<file path="config.mk">
export PLATFORM = sky130hd
export DESIGN_NAME = pipe_hold_ctrl
export DESIGN_NICKNAME = d
export VERILOG_FILES = /design/src/rtl/pipe_ctrl_pkg.sv /design/src/rtl/pipe_mem_wdog.sv /design/src/rtl/pipe_hold_ctrl.sv
export SDC_FILE = /design/constraint.sdc
export NUM_CORES = 1
export LEC_CHECK = 0
export CORE_MARGIN = 3
export CORE_UTILIZATION = 29
export CTS_CLUSTER_SIZE = 40
export DETAILED_ROUTE_END_ITERATION = 8
export GPL_ROUTABILITY_DRIVEN = 0
export PLACE_DENSITY_LB_ADDON = 0.12
export REMOVE_ABC_BUFFERS = 1
export SKIP_CTS_REPAIR_TIMING = 1
export SLEW_MARGIN = 20
export SYNTH_ARGS = -nofsm -noshare
export SYNTH_HDL_FRONTEND = slang
export SYNTH_SLANG_ARGS = --single-unit
</file>
<file path="constraint.sdc">
create_clock -name clk -period 4.14 [get_ports clk]
set_clock_uncertainty 0.05 [all_clocks]
set_input_delay 0.414 -clock clk [delete_from_list [all_inputs] [get_ports clk]]
set_output_delay 0.414 -clock clk [all_outputs]
set_load 0.01 [all_outputs]
</file>
<file path="src/rtl/pipe_ctrl_pkg.sv">
// Shared types and constants for the pipeline hold/flush sequencer:
// controller states, pipeline-register indices and per-action hold/bubble masks.
package pipe_ctrl_pkg;

  localparam int STG_CNT    = 4;
  localparam int STG_IF_ID  = 0;
  localparam int STG_ID_EX  = 1;
  localparam int STG_EX_MEM = 2;
  localparam int STG_MEM_WB = 3;

  typedef enum logic [1:0] {
    ST_RUN      = 2'd0,
    ST_MC_WAIT  = 2'd1,
    ST_MEM_WAIT = 2'd2
  } state_e;

  typedef logic [STG_CNT-1:0] stg_mask_t;

  // hold selects which registers stop loading; bubble picks NOP over keep for those.
  typedef struct packed {
    stg_mask_t hold;
    stg_mask_t bubble;
  } stg_act_t;

  localparam stg_mask_t BIT_IF_ID  = stg_mask_t'(1 << STG_IF_ID);
  localparam stg_mask_t BIT_ID_EX  = stg_mask_t'(1 << STG_ID_EX);
  localparam stg_mask_t BIT_EX_MEM = stg_mask_t'(1 << STG_EX_MEM);
  localparam stg_mask_t BIT_MEM_WB = stg_mask_t'(1 << STG_MEM_WB);
  localparam stg_mask_t MASK_ALL   = BIT_IF_ID | BIT_ID_EX | BIT_EX_MEM | BIT_MEM_WB;

  localparam stg_act_t ACT_NONE      = '{hold: '0, bubble: '0};
  localparam stg_act_t ACT_FLUSH     = '{hold: MASK_ALL, bubble: MASK_ALL};
  localparam stg_act_t ACT_MEM_STALL = '{hold: MASK_ALL, bubble: BIT_MEM_WB};
  localparam stg_act_t ACT_JUMP      = '{hold: BIT_IF_ID | BIT_ID_EX, bubble: BIT_IF_ID | BIT_ID_EX};
  localparam stg_act_t ACT_MC        = '{hold: BIT_IF_ID | BIT_ID_EX | BIT_EX_MEM, bubble: BIT_EX_MEM};
  localparam stg_act_t ACT_LOAD_USE  = '{hold: BIT_IF_ID | BIT_ID_EX, bubble: BIT_ID_EX};

endpackage

</file>
<file path="src/rtl/pipe_mem_wdog.sv">
// Data-bus wait watchdog: clearable, enabled up-counter flagging the last
// permitted wait cycle (count == LIMIT-1).
module pipe_mem_wdog #(
  parameter int LIMIT = 256
) (
  input  logic clk,
  input  logic rstn,
  input  logic i_clr,
  input  logic i_en,
  output logic o_expire
);

  localparam int CW = (LIMIT > 2) ? $clog2(LIMIT) : 1;

  logic [CW-1:0] r_count;

  // NOTE: reset is synchronous here, so rstn sits inside the clocked branch and not in the sensitivity list.
  always_ff @(posedge clk) begin
    if (!rstn || i_clr) begin
      r_count <= '0;
    end else if (i_en) begin
      r_count <= r_count + CW'(1);
    end
  end

  assign o_expire = (r_count == CW'(LIMIT - 1));

endmodule

</file>
<file path="src/rtl/pipe_hold_ctrl.sv">
// Stall/flush sequencer for the 5-stage core's pipeline registers, PC hold and redirect.
// Optional interrupt redirect is enabled by defining PIPE_CTRL_IRQ_EN.
module pipe_hold_ctrl
  import pipe_ctrl_pkg::*;
#(
  parameter int N_STG       = STG_CNT,
  parameter int AW          = 32,
  parameter int MEM_TIMEOUT = 256
) (
  input  logic             clk,
  input  logic             rstn,
  input  logic             load_use_i,
  input  logic             jump_req_i,
  input  logic [AW-1:0]    jump_addr_i,
  input  logic             mc_start_i,
  input  logic             mc_done_i,
  input  logic             mem_req_i,
  input  logic             mem_ready_i,
  input  logic             irq_i,
  input  logic [AW-1:0]    irq_vec_i,
  output logic [N_STG-1:0] stg_hold_o,
  output logic [N_STG-1:0] stg_bubble_o,
  output logic             pc_hold_o,
  output logic             jump_en_o,
  output logic [AW-1:0]    jump_addr_o,
  output logic             bus_err_o,
  output logic             irq_ack_o
);

  state_e   r_state;
  state_e   w_next_state;
  stg_act_t w_act;
  logic     w_mem_stall;
  logic     w_wdog_en;
  logic     w_wdog_clr;
  logic     w_wdog_expire;
  logic     w_irq;
  logic [AW-1:0] w_irq_vec;

`ifdef PIPE_CTRL_IRQ_EN
  assign w_irq     = irq_i;
  assign w_irq_vec = irq_vec_i;
`else
  logic w_unused_irq;
  assign w_irq        = 1'b0;
  assign w_irq_vec    = '0;
  assign w_unused_irq = irq_i ^ (^irq_vec_i);
`endif

  assign w_mem_stall = mem_req_i & ~mem_ready_i;

  pipe_mem_wdog #(
    .LIMIT (MEM_TIMEOUT)
  ) u_wdog (
    .clk      (clk),
    .rstn     (rstn),
    .i_clr    (w_wdog_clr),
    .i_en     (w_wdog_en),
    .o_expire (w_wdog_expire)
  );

  always_ff @(posedge clk) begin
    if (!rstn) begin
      r_state <= ST_RUN;
    end else begin
      r_state <= w_next_state;
    end
  end

  // NOTE: every signal gets a default before the case so no path leaves one unassigned (no latches).
  always_comb begin
    w_next_state = r_state;
    w_act        = ACT_NONE;
    pc_hold_o    = 1'b0;
    jump_en_o    = 1'b0;
    jump_addr_o  = '0;
    bus_err_o    = 1'b0;
    irq_ack_o    = 1'b0;
    w_wdog_en    = 1'b0;
    w_wdog_clr   = 1'b0;

    case (r_state)
      ST_RUN: begin
        // The entry cycle counts toward the timeout, so the stall spans MEM_TIMEOUT cycles.
        if (w_mem_stall) begin
          w_act        = ACT_MEM_STALL;
          pc_hold_o    = 1'b1;
          w_wdog_en    = 1'b1;
          w_next_state = ST_MEM_WAIT;
        end else if (jump_req_i) begin
          w_act       = ACT_JUMP;
          jump_en_o   = 1'b1;
          jump_addr_o = jump_addr_i;
        end else if (w_irq) begin
          w_act       = ACT_JUMP;
          jump_en_o   = 1'b1;
          jump_addr_o = w_irq_vec;
          irq_ack_o   = 1'b1;
        end else if (mc_start_i) begin
          w_act        = ACT_MC;
          pc_hold_o    = 1'b1;
          w_next_state = ST_MC_WAIT;
        end else if (load_use_i) begin
          w_act     = ACT_LOAD_USE;
          pc_hold_o = 1'b1;
        end
      end

      ST_MC_WAIT: begin
        if (mc_done_i) begin
          w_next_state = ST_RUN;
        end else begin
          w_act     = ACT_MC;
          pc_hold_o = 1'b1;
          if (w_mem_stall) begin
            w_act.hold[STG_MEM_WB]   = 1'b1;
            w_act.bubble[STG_MEM_WB] = 1'b1;
          end
        end
      end

      ST_MEM_WAIT: begin
        if (mem_ready_i) begin
          w_wdog_clr   = 1'b1;
          w_next_state = ST_RUN;
        end else if (w_wdog_expire) begin
          bus_err_o    = 1'b1;
          w_wdog_clr   = 1'b1;
          w_next_state = ST_RUN;
        end else begin
          w_act     = ACT_MEM_STALL;
          pc_hold_o = 1'b1;
          w_wdog_en = 1'b1;
        end
      end

      default: w_next_state = ST_RUN;
    endcase

    // Reset overrides everything in the same cycle: whole pipe flushed, no redirect.
    if (!rstn) begin
      w_act       = ACT_FLUSH;
      pc_hold_o   = 1'b0;
      jump_en_o   = 1'b0;
      jump_addr_o = '0;
      bus_err_o   = 1'b0;
      irq_ack_o   = 1'b0;
      w_wdog_en   = 1'b0;
    end
  end

  assign stg_hold_o   = N_STG'(w_act.hold);
  assign stg_bubble_o = N_STG'(w_act.bubble);

endmodule

</file>
==> results.txt, run 1 <==
----------------------------------------------------
[Power]
  IR drop worst, VDD ... 0.1568 mV
  Static power due to leakage ... 0.6751 nW
  Power density over the cells ... 164.7 nW/um2

[Floorplan]
  Floorplan Core Area ... 3153 um2
  Die area ... 4121 um2
  Height of the chip ... 64.20 um
  Initial core utilization ... 0.3115
  # IOs ... 117
  Std-Cell Rows ... 20
  Chip width ... 64.20 um

[Route]
  Remaining antenna violation count ... 0
  Wire length after detailed routing ... 3.563 mm
  Vias per std cell ... 4.812
  Total number of vias ... 1203
  Number of DRC violations after detailed routing ... 0
  Detailed-routing iteration count for the pre-antenna-repair pass ... 4
  Initial detailed-routing violation count ... 82
  Routed wire length per instance ... 14.25 um

[STA]
  Endpoints failing hold ... 0
  Rel. slew slack ... 0.4659
  Fin crit period ... 3376 ps
  Slew at the pin closest to its max-slew limit ... 801.1 ps
  Total negative setup slack ... 0 ps
  Setup violators final ... 0
  Final cycle utilization of the critical path ... 0.8155
  Fmax ... 296.2 MHz
  Max-slew violation count ... 0
  RSZ-0062 raised after global routing ... no

[Logic synthesis]
  Number of distinct library cells after synthesis ... 37
  List of most frequent post-synthesis cells ... 32 x sky130_fd_sc_hd__and2_1, 10 x sky130_fd_sc_hd__dfxtp_1
  Share of synthesized flip-flops with an asynchronous set or reset ... 0
  Xor and xnor area share after synthesis ... 0
  Simple-gate area share of the yosys netlist ... 0.4382
  Most common cell in the netlist ... sky130_fd_sc_hd__and2_1
  Yosys warnings ... 0
  Number of enable-type register cells in the synthesized netlist ... 0
  Combinational family with the most area after synthesis ... simple AND/OR/NAND/NOR gates
  Primary FF master, synth ... sky130_fd_sc_hd__dfxtp_1
  Cell area after synthesis ... 982.2 um2
  Seq/Total Area, Yosys ... 0.2038
  Share of the synthesized area in the top cell type ... 0.2038
  Synthesized-area fraction occupied by ao, oa, aoi and oai cells ... 0.2242
  Synthesized instance count ... 130
  Post-synthesis cell type with the largest combined area ... sky130_fd_sc_hd__and2_1
  Avg Synthesized Cell Area ... 7.555 um2
  Share of synthesized cell area in full adder, half adder and majority cells ... 0.01274
  Proportion of synthesized area in mux cells ... 0.04076
  Top post-synthesis cells by area ... sky130_fd_sc_hd__and2_1 20%, sky130_fd_sc_hd__dfxtp_1 20%, sky130_fd_sc_hd__o211ai_1 6.1%
  Seq cells post-synth ... 10

[Place]
  Post-detail-place hpwl ... 3.002 mm
  Total of buffers placed on input and output ports ... 82
  Cell area after placement ... 1798 um2

[Global route]
  Congestion Overflow GR ... 0
  Maximum number of pins on one net before global-route repair ... 34
  Wire length of the first global-routing pass ... 5.540 mm
  Antenna violations before repair ... 0
  Gr usage total ... 0.1681
  Via count of the first global-routing pass ... 1052

[Clock network]
  CTS Root Buffer Type ... sky130_fd_sc_hd__clkbuf_4
  Total clock buffers created by CTS ... 3
  Skew-Pair Late Insertion Delay ... 270 ps
  Maximum number of buffers from clock root to sink ... 2
  CTS clk-pin slew, worst paths ... 60 ps
  Sinks on Clock Net ... 10
  Maximum level of the CTS H-tree ... 1
  CTS tree ... built

[Setup path]
  Arrival time reported for the critical path endpoint ... 2910 ps
  Critical Path Sink Type ... output port
  CP cell instances ... clkdlybuf4s50_1 > nand2b_1 > nor3b_2 > and3_1 > and2_1 > clkdlybuf4s50_1
  Startpoint types ... input port
  Delay of the slowest cell on the worst path ... 710 ps
  CP max-delay cell ... sky130_fd_sc_hd__and3_1
  Crit path required time ... 3680 ps
  Largest fanout of any net on the critical path ... 33
  Worst setup path category ... in2out
  Most Frequent Cell on Critical Path ... sky130_fd_sc_hd__clkdlybuf4s50_1

[Hold path]
  Hold crit path type ... reg2reg

[Finish]
  NumNets Final ... 282
  Ant. Diodes ... 0
  Area added between synthesis and finish ... 85.35%
  Post-layout instance area ... 1821 um2
  Share of final-layout standard cells stronger than drive strength 1 ... 0.04369

[Run status]
  Status ... finished, final reports clean

[Job]
  Maxcap violations ... 0

----------------------------------------------------
## worst paths after layout
| check | depth (start not counted) | from | end | slack, ps |
|---|---|---|---|---|
| setup reg to reg | 5 | u_wdog.r_count[0] | u_wdog.r_count[1] | 2300 |
| hold reg to reg | 1 | u_wdog.r_count[2] | u_wdog.r_count[2] | 450 |
| setup / recovery | 6 | mem_ready_i | jump_addr_o[23] | 760 |
| hold / removal | 1 | u_wdog.r_count[2] | u_wdog.r_count[2] | 450 |
## report_power, final
part	internal [mW]	switching, mW
registers	0.0982	0.00434
clock network	0.0335	0.0320
logic	0.0830	0.0488
## kinds of logic (layout without fill, tap and decap cells)
family	after synthesis	after routing
AO/OA/AOI/OAI	34	34
buffers and inverters	12	88
flip-flops	10	10
AND/OR/NAND/NOR	68	68
adder cells (fa/ha/maj)	1	1
other	1	1
multiplexers	4	4
## critical path, delay by kind of cell
family                 cells  cell delay [ps]
and+or+nand+nor            4             1330
buffers and inverters      2             1160
## layer usage
| layer | track usage | routed length (um) |
|---|---|---|
| met5 | 0 | 0 |
| met4 | 0.03958 | 37 |
| met3 | 0.04569 | 275 |
| met2 | 0.3032 | 1785 |
| met1 | 0.1950 | 1464 |
## sequential cells by signal, summed over array words and instances (netlist names)
name / cells
r_state: 2
u_wdog.r_count: 8
## placed cells by master (no fill, tap or decap), types with 2 or more instances in the layout
master | netlist | final
sky130_fd_sc_hd__and3_1 | 4 | 4
sky130_fd_sc_hd__and2_1 | 32 | 32
sky130_fd_sc_hd__dfxtp_1 | 10 | 10
sky130_fd_sc_hd__clkdlybuf4s50_1 | 0 | 82
sky130_fd_sc_hd__o21ai_0 | 8 | 8
sky130_fd_sc_hd__o211ai_1 | 8 | 8
sky130_fd_sc_hd__nor2b_1 | 3 | 3
sky130_fd_sc_hd__a21oi_1 | 8 | 8
sky130_fd_sc_hd__nand2_1 | 8 | 8
sky130_fd_sc_hd__nand3_1 | 7 | 7
sky130_fd_sc_hd__a31oi_1 | 2 | 2
sky130_fd_sc_hd__a21o_1 | 2 | 2
sky130_fd_sc_hd__mux2i_1 | 4 | 4
sky130_fd_sc_hd__inv_1 | 2 | 2
sky130_fd_sc_hd__nor2_1 | 3 | 3
sky130_fd_sc_hd__nand2b_1 | 2 | 2
sky130_fd_sc_hd__clkbuf_4 | 0 | 3
## cell type report
type / count / area (um2)
Inverter: 2 / 7.507
Tap cell: 44 / 55.05
Clock buffer: 3 / 22.52
Timing Repair Buffer: 83 / 828.3
Fill cell: 298 / 1333
Sequential cell: 10 / 200.2
Multi-Input combinational cell: 108 / 706.9
## metrics by stage
stage	utilization	hold slack [ps]	worst slack [ps]	power [mW]	cells
6_report	0.5774	451.3	763.9	0.2998	250
5_1_grt	0.5774	492.0	559.1	0.3184	250
4_1_cts	0.5774	453.7	743.8	0.3031	250
3_5_place_dp	0.5702	439.8	745.6	0.2371	247
3_3_place_gp	0.5702	427.4	823.4	0.2349	247
2_1_floorplan	-	404.1	2167	0.1500	120
Note: power is estimated with default switching activity, not from simulation.
==> run 2, diff against run 1 <==
Settings changed: CORE_UTILIZATION 29 to 24.
Clock period 4.14 ns to 2.9 ns, I/O delays scaled along.
==> run 2 against run 1 <==
  * Final area rose by 3.6%
  * Largest power group unchanged
  * Sequential share of layout area decreased by 0.38 points
  * Total power is 73% higher
  * Core utilization fell by 8.1 points
  * Routed wire length is 0.84% higher
  * Worst setup slack worse by 460 ps
  * Critical endpoint is now jump_addr_o[22]
  * Critical path depth up 1
  * Sequential power grew 43%
  * First-iteration DRC count is 67% lower
  * Highest routed layer unchanged
  * Register-to-register slack got worse by 1300 ps
  * Via count up 1.2%
  * Hold slack got worse by 4.4 ps
  * Critical path type unchanged
==> results.txt, run 2 (same netlist as run 1, synthesis figures left out) <==
----------------------------------------------------
[STA]
  Total negative setup slack ... 0 ps
  Setup violators final ... 0
  RSZ-0062 raised after global routing ... no
  Slew at the pin closest to its max-slew limit ... 590.8 ps
  Rel. slew slack ... 0.6043
  Fmax ... 385.3 MHz
  Fin crit period ... 2595 ps
  Final cycle utilization of the critical path ... 0.8950
  Endpoints failing hold ... 0
  Max-slew violation count ... 0

[Power]
  Proportion of total power due to net switching ... 0.2633
  IR drop worst, VDD ... 0.3190 mV
  Portion of total power attributed to sequential cells ... 0.282
  Static power due to leakage ... 0.7033 nW
  Power density over the cells ... 275.7 nW/um2
  Gate power share ... 0.370
  Clock network power share ... 0.347
  Internal power component ... 0.3829 mW
  Switching power total ... 0.1369 mW

[Global route]
  Via count of the first global-routing pass ... 1134
  Maximum number of pins on one net before global-route repair ... 34
  Antenna violations before repair ... 0
  Layer with the highest usage ... met2
  Met2 track demand over resource ... 0.2581
  Met1 capacity usage during global routing ... 0.1654
  Gr usage total ... 0.1440
  Congestion Overflow GR ... 0
  Wire length of the first global-routing pass ... 5.733 mm
  Met3 track demand over resource in global routing ... 0.02878

[Route]
  Routed wire length per instance ... 13.98 um
  Initial detailed-routing violation count ... 27
  Wire length after detailed routing ... 3.593 mm
  Detailed-routing iteration count for the pre-antenna-repair pass ... 4
  Number of DRC violations after detailed routing ... 0
  Remaining antenna violation count ... 0
  Vias per std cell ... 4.739
  Total number of vias ... 1218

[Finish]
  Area added between synthesis and finish ... 91.97%
  Register bank with the most flops ... u_wdog.r_count
  Largest registers ... u_wdog.r_count (8), r_state (2)
  Number of flip-flops in the largest register ... 8
  Ant. Diodes ... 0
  Most frequent cells in the layout ... 82 x sky130_fd_sc_hd__clkdlybuf4s50_1, 32 x sky130_fd_sc_hd__and2_1, 10 x sky130_fd_sc_hd__dfxtp_1
  Commonest non-fill, non-tap cell in the layout ... sky130_fd_sc_hd__clkdlybuf4s50_1
  NumNets Final ... 284
  Share of final-layout standard cells stronger than drive strength 1 ... 0.05742
  Utilization after layout ... 0.4964

[Clock network]
  CTS tree ... built
  Maximum level of the CTS H-tree ... 1
  Skew-Pair Late Insertion Delay ... 250 ps
  Sinks on Clock Net ... 10
  Total clock buffers created by CTS ... 3
  CTS clk-pin slew, worst paths ... 50 ps
  Maximum number of buffers from clock root to sink ... 2
  CTS Root Buffer Type ... sky130_fd_sc_hd__clkbuf_8

[Setup path]
  CP max-delay cell ... sky130_fd_sc_hd__clkdlybuf4s50_1
  Delay of the slowest cell on the worst path ... 550 ps
  Largest fanout of any net on the critical path ... 33
  Worst setup path category ... in2out
  Crit path required time ... 2560 ps
  Crit path buf inv count ... 3
  Startpoint types ... input port
  Family of cells with the greatest summed delay on the critical path ... buffers and inverters
  CP cell instances ... clkdlybuf4s50_1 > nand2b_1 > nor3b_2 > and3_1 > buf_12 > and2_1 > clkdlybuf4s50_1
  Most Frequent Cell on Critical Path ... sky130_fd_sc_hd__clkdlybuf4s50_1
  Critical Path Sink Type ... output port
  Arrival time reported for the critical path endpoint ... 2260 ps

[Job]
  Maxcap violations ... 0

[Place]
  Total of buffers placed on input and output ports ... 82
  Post-detail-place hpwl ... 2.954 mm

[Hold path]
  Hold crit path type ... reg2reg

[Floorplan]
  Die area ... 4896 um2
  Chip width ... 69.97 um
  Std-Cell Rows ... 22
  Floorplan Core Area ... 3799 um2
  Initial core utilization ... 0.2586
  Height of the chip ... 69.97 um
  # IOs ... 117

[Run status]
  Status ... finished, final reports clean

----------------------------------------------------
run 2: layer usage:
metal,vias to the layer above,wire (um)
met5,-,0
met4,0,62
met3,5,238
met2,59,1811
met1,545,1481
li1,609,-
run 2: path summary, 6_finish.rpt:
path                                   startpoint                 to  slack (ps)  cells past startpoint
worst max-delay path                  mem_ready_i    jump_addr_o[22]         300                      7
worst min-delay path            u_wdog.r_count[1]  u_wdog.r_count[1]         450                      2
worst max register to register  u_wdog.r_count[0]  u_wdog.r_count[1]        1010                      5
worst min register to register  u_wdog.r_count[1]  u_wdog.r_count[1]         450                      2
run 2: power groups by stage:
stage | combinational [mW] | clock (mW) | sequential [mW]
final | 0.192 | 0.181 | 0.147
after global routing | 0.207 | 0.194 | 0.147
after floorplan | 0.0660 | 0 | 0.148
after detailed placement | 0.193 | 0 | 0.149
after global placement | 0.191 | 0 | 0.149
after CTS | 0.194 | 0.184 | 0.147
run 2: per-stage QoR:
step | instances | worst slack, ps | hold slack [ps] | total power, mW | area, um2
floorplan | 120 | 1099 | 404.1 | 0.2141 | 914.6
global placement | 253 | 290.9 | 423.4 | 0.3406 | 1831
detailed placement | 253 | 294.9 | 440.2 | 0.3428 | 1831
CTS | 257 | 282.6 | 447.5 | 0.5245 | 1886
global route | 257 | 182.1 | 485.6 | 0.5484 | 1886
finish | 257 | 304.6 | 446.8 | 0.5198 | 1886
run 2: worst register-to-register path, cell delays in order, from the launching register on:
cell and delay (ps):
sky130_fd_sc_hd__dfxtp_1 330, sky130_fd_sc_hd__ha_1 230, sky130_fd_sc_hd__and3_1 220, sky130_fd_sc_hd__a31oi_1 490, sky130_fd_sc_hd__o21ai_0 320, sky130_fd_sc_hd__a21oi_1 190
run 2: cell type report:
class	instances	area, um2
flip-flops and latches	10	200.2
multi-input cells	108	706.9
clock buffers	4	55.05
fillers	344	1913
repair buffers	85	855.8
well taps	48	60.06
inverters	2	7.507
==> run 3, diff against run 2 <==
Settings changed: CORE_UTILIZATION 24 to 23, SYNTH_HIERARCHICAL set to 1.
==> run 3 against run 2 <==
  * Global-route usage is 3.7 points lower
  * Register-to-register slack got worse by 70 ps
  * Core utilization shrank 2.6 points
  * Clock power down 23%
  * Cell count is 5.4% lower
  * Clock-buffer cell count shrank 1
  * Die area shrank 3.0%
  * Critical path depth did not move
  * Critical endpoint is now stg_bubble_o[3]
  * First-iteration DRC count down 59%
  * Total power down 11%
  * Largest cell class unchanged
  * Largest power group unchanged
  * Routed wire length decreased by 21%
  * Worst setup slack gained 64 ps
==> results.txt, run 3 <==
----------------------------------------------------
[Place]
  Cell area after placement ... 1718 um2
  Total of buffers placed on input and output ports ... 82
  Post-detail-place hpwl ... 2.363 mm

[STA]
  Endpoints failing hold ... 0
  Worst hold slack after final layout ... 460.5 ps
  Total negative setup slack ... 0 ps
  Setup violators final ... 0
  Final cycle utilization of the critical path ... 0.8728
  Fmax ... 395.1 MHz
  Fin crit period ... 2531 ps
  Max-slew violation count ... 0
  RSZ-0062 raised after global routing ... no

[Setup path]
  CP max-delay cell ... sky130_fd_sc_hd__clkdlybuf4s50_1
  CP cell instances ... ha_1 > nand3_1 > nor2_1 > a211o_2 > o21a_1 > o31ai_1 > clkdlybuf4s50_1
  Critical Path Sink Type ... output port
  Arrival time reported for the critical path endpoint ... 2190 ps
  Worst setup path category ... reg2out
  Delay of the slowest cell on the worst path ... 600 ps
  Crit path buf inv count ... 1
  Largest fanout of any net on the critical path ... 5
  Family of cells with the greatest summed delay on the critical path ... compound AO/OA/AOI/OAI gates
  Crit path required time ... 2560 ps
  Startpoint types ... flop

[Clock network]
  Total clock buffers created by CTS ... 3
  Maximum level of the CTS H-tree ... 1
  Skew-Pair Late Insertion Delay ... 230 ps
  CTS tree ... built
  CTS Root Buffer Type ... sky130_fd_sc_hd__clkbuf_8
  Sinks on Clock Net ... 10
  Maximum number of buffers from clock root to sink ... 2
  CTS clk-pin slew, worst paths ... 40 ps

[Logic synthesis]
  Primary FF master, synth ... sky130_fd_sc_hd__dfxtp_1
  Share of synthesized flip-flops with an asynchronous set or reset ... 0
  Top post-synthesis cells by area ... sky130_fd_sc_hd__dfxtp_1 22%, sky130_fd_sc_hd__and2_1 16%, sky130_fd_sc_hd__and2_2 6.6%
  Share of the synthesized area in the top cell type ... 0.2198
  List of most frequent post-synthesis cells ... 24 x sky130_fd_sc_hd__and2_1, 11 x sky130_fd_sc_hd__nor2_1, 10 x sky130_fd_sc_hd__dfxtp_1, 8 x sky130_fd_sc_hd__and2_2, 6 x sky130_fd_sc_hd__nand2_1
  Number of distinct library cells after synthesis ... 36
  Number of enable-type register cells in the synthesized netlist ... 0
  Post-synthesis cell type with the largest combined area ... sky130_fd_sc_hd__dfxtp_1
  Cell area after synthesis ... 910.9 um2
  Most common cell in the netlist ... sky130_fd_sc_hd__and2_1
  Seq/Total Area, Yosys ... 0.2198
  Avg Synthesized Cell Area ... 7.654 um2
  Seq cells post-synth ... 10
  Yosys warnings ... 6
  Synthesized instance count ... 119

[Finish]
  Area added between synthesis and finish ... 93.13%
  Largest registers ... u_wdog/r_count (8), r_state (2)
  Most frequent cells in the layout ... 82 x sky130_fd_sc_hd__clkdlybuf4s50_1, 24 x sky130_fd_sc_hd__and2_1, 11 x sky130_fd_sc_hd__nor2_1
  Number of flip-flops in the largest register ... 8
  Post-layout instance area ... 1759 um2
  Share of final-layout standard cells stronger than drive strength 1 ... 0.09744
  Utilization after layout ... 0.4699
  Commonest non-fill, non-tap cell in the layout ... sky130_fd_sc_hd__clkdlybuf4s50_1
  Filler Cells Inserted ... 364
  NumNets Final ... 271
  Ant. Diodes ... 0
  Register bank with the most flops ... u_wdog/r_count

[Floorplan]
  Initial core utilization ... 0.2433
  # IOs ... 117
  Height of the chip ... 68.93 um
  Chip width ... 68.93 um
  Die area ... 4751 um2
  Floorplan Core Area ... 3744 um2
  Std-Cell Rows ... 22

[Route]
  Initial detailed-routing violation count ... 11
  Routed wire length per instance ... 11.68 um
  Remaining antenna violation count ... 0
  Number of DRC violations after detailed routing ... 0
  Total number of vias ... 1081
  Detailed-routing iteration count for the pre-antenna-repair pass ... 3
  Vias per std cell ... 4.449
  Wire length after detailed routing ... 2.839 mm

[Global route]
  Gr usage total ... 0.1071
  Wire length of the first global-routing pass ... 3.967 mm
  Congestion Overflow GR ... 0
  Via count of the first global-routing pass ... 947
  Maximum number of pins on one net before global-route repair ... 34
  Met1 capacity usage during global routing ... 0.1184
  Layer with the highest usage ... met2
  Met3 track demand over resource in global routing ... 0.04214
  Antenna violations before repair ... 0
  Met2 track demand over resource ... 0.1881

[Power]
  Power density over the cells ... 261.6 nW/um2
  IR drop worst, VDD ... 0.2831 mV
  Static power due to leakage ... 0.6615 nW

[Job]
  Maxcap violations ... 0

[Hold path]
  Hold crit path type ... reg2reg

[Run status]
  Status ... finished, final reports clean

----------------------------------------------------
run 3: changes by cell type after synthesis, moves of 4 or more:
cell,change
sky130_fd_sc_hd__and2_1,-8
sky130_fd_sc_hd__nor2_1,+8
sky130_fd_sc_hd__o211ai_1,-8
sky130_fd_sc_hd__and2_2,+7
sky130_fd_sc_hd__and3_1,-4
sky130_fd_sc_hd__o21ai_0,-4
run 3: tightest hold or removal path, delay by kind of cell (launching register included):
kind | cells | cell delay (ps)
flops | 1 | 310
compound gates | 2 | 150
run 3: area by class of cell:
type,instances,area [um2],area share
repair buffers,83,828.3,0.4708
well taps,48,60.06,0.03414
flip-flops and latches,10,200.2,0.1138
multi-input cells,97,621.8,0.3535
clock buffers,3,41.29,0.02347
inverters,2,7.507,0.004267
run 3: final timing paths:
kind / to / from / slack (ps) / cells after the start
setup / recovery: stg_bubble_o[3] / u_wdog/r_count[0] / 370 / 7
hold / removal: u_wdog/r_count[7] / u_wdog/r_count[7] / 460 / 2
setup reg to reg: u_wdog/r_count[7] / u_wdog/r_count[0] / 940 / 9
hold reg to reg: u_wdog/r_count[7] / u_wdog/r_count[7] / 460 / 2
run 3: stage by stage:
stage / instances / setup WS (ps) / power [mW]
floorplan: 109 / 887.8 / 0.2083
global route: 243 / 253.7 / 0.4909
detailed placement: 240 / 364.6 / 0.3245
finish: 243 / 368.9 / 0.4602
global placement: 240 / 384.4 / 0.3230
CTS: 243 / 356.1 / 0.4665
run 3: logic make-up (layout without fill, tap and decap cells):
kind of cell             Yosys count  after routing  share of synthesized area
XOR/XNOR                           4              4                    0.03847
AO/OA/AOI/OAI                     16             16                     0.1154
flip-flops                        10             10                     0.2198
other                              1              1                   0.004117
multiplexers                       1              1                    0.01099
AND/OR/NAND/NOR                   74             74                     0.5000
buffers and inverters             12             88                    0.09752
adder cells (fa/ha/maj)            1              1                    0.01373
run 3: power breakdown:
group | switching, mW | total [mW] | internal (mW)
Combinational | 0.0608 | 0.176 | 0.115
Clock | 0.0485 | 0.139 | 0.0903
Sequential | 0.00522 | 0.146 | 0.141
run 3: metal layers:
metal  share of wire  wire (um)
met5               0          0
met4           0.011         30
met3            0.14        387
met2            0.47       1345
met1            0.38       1075
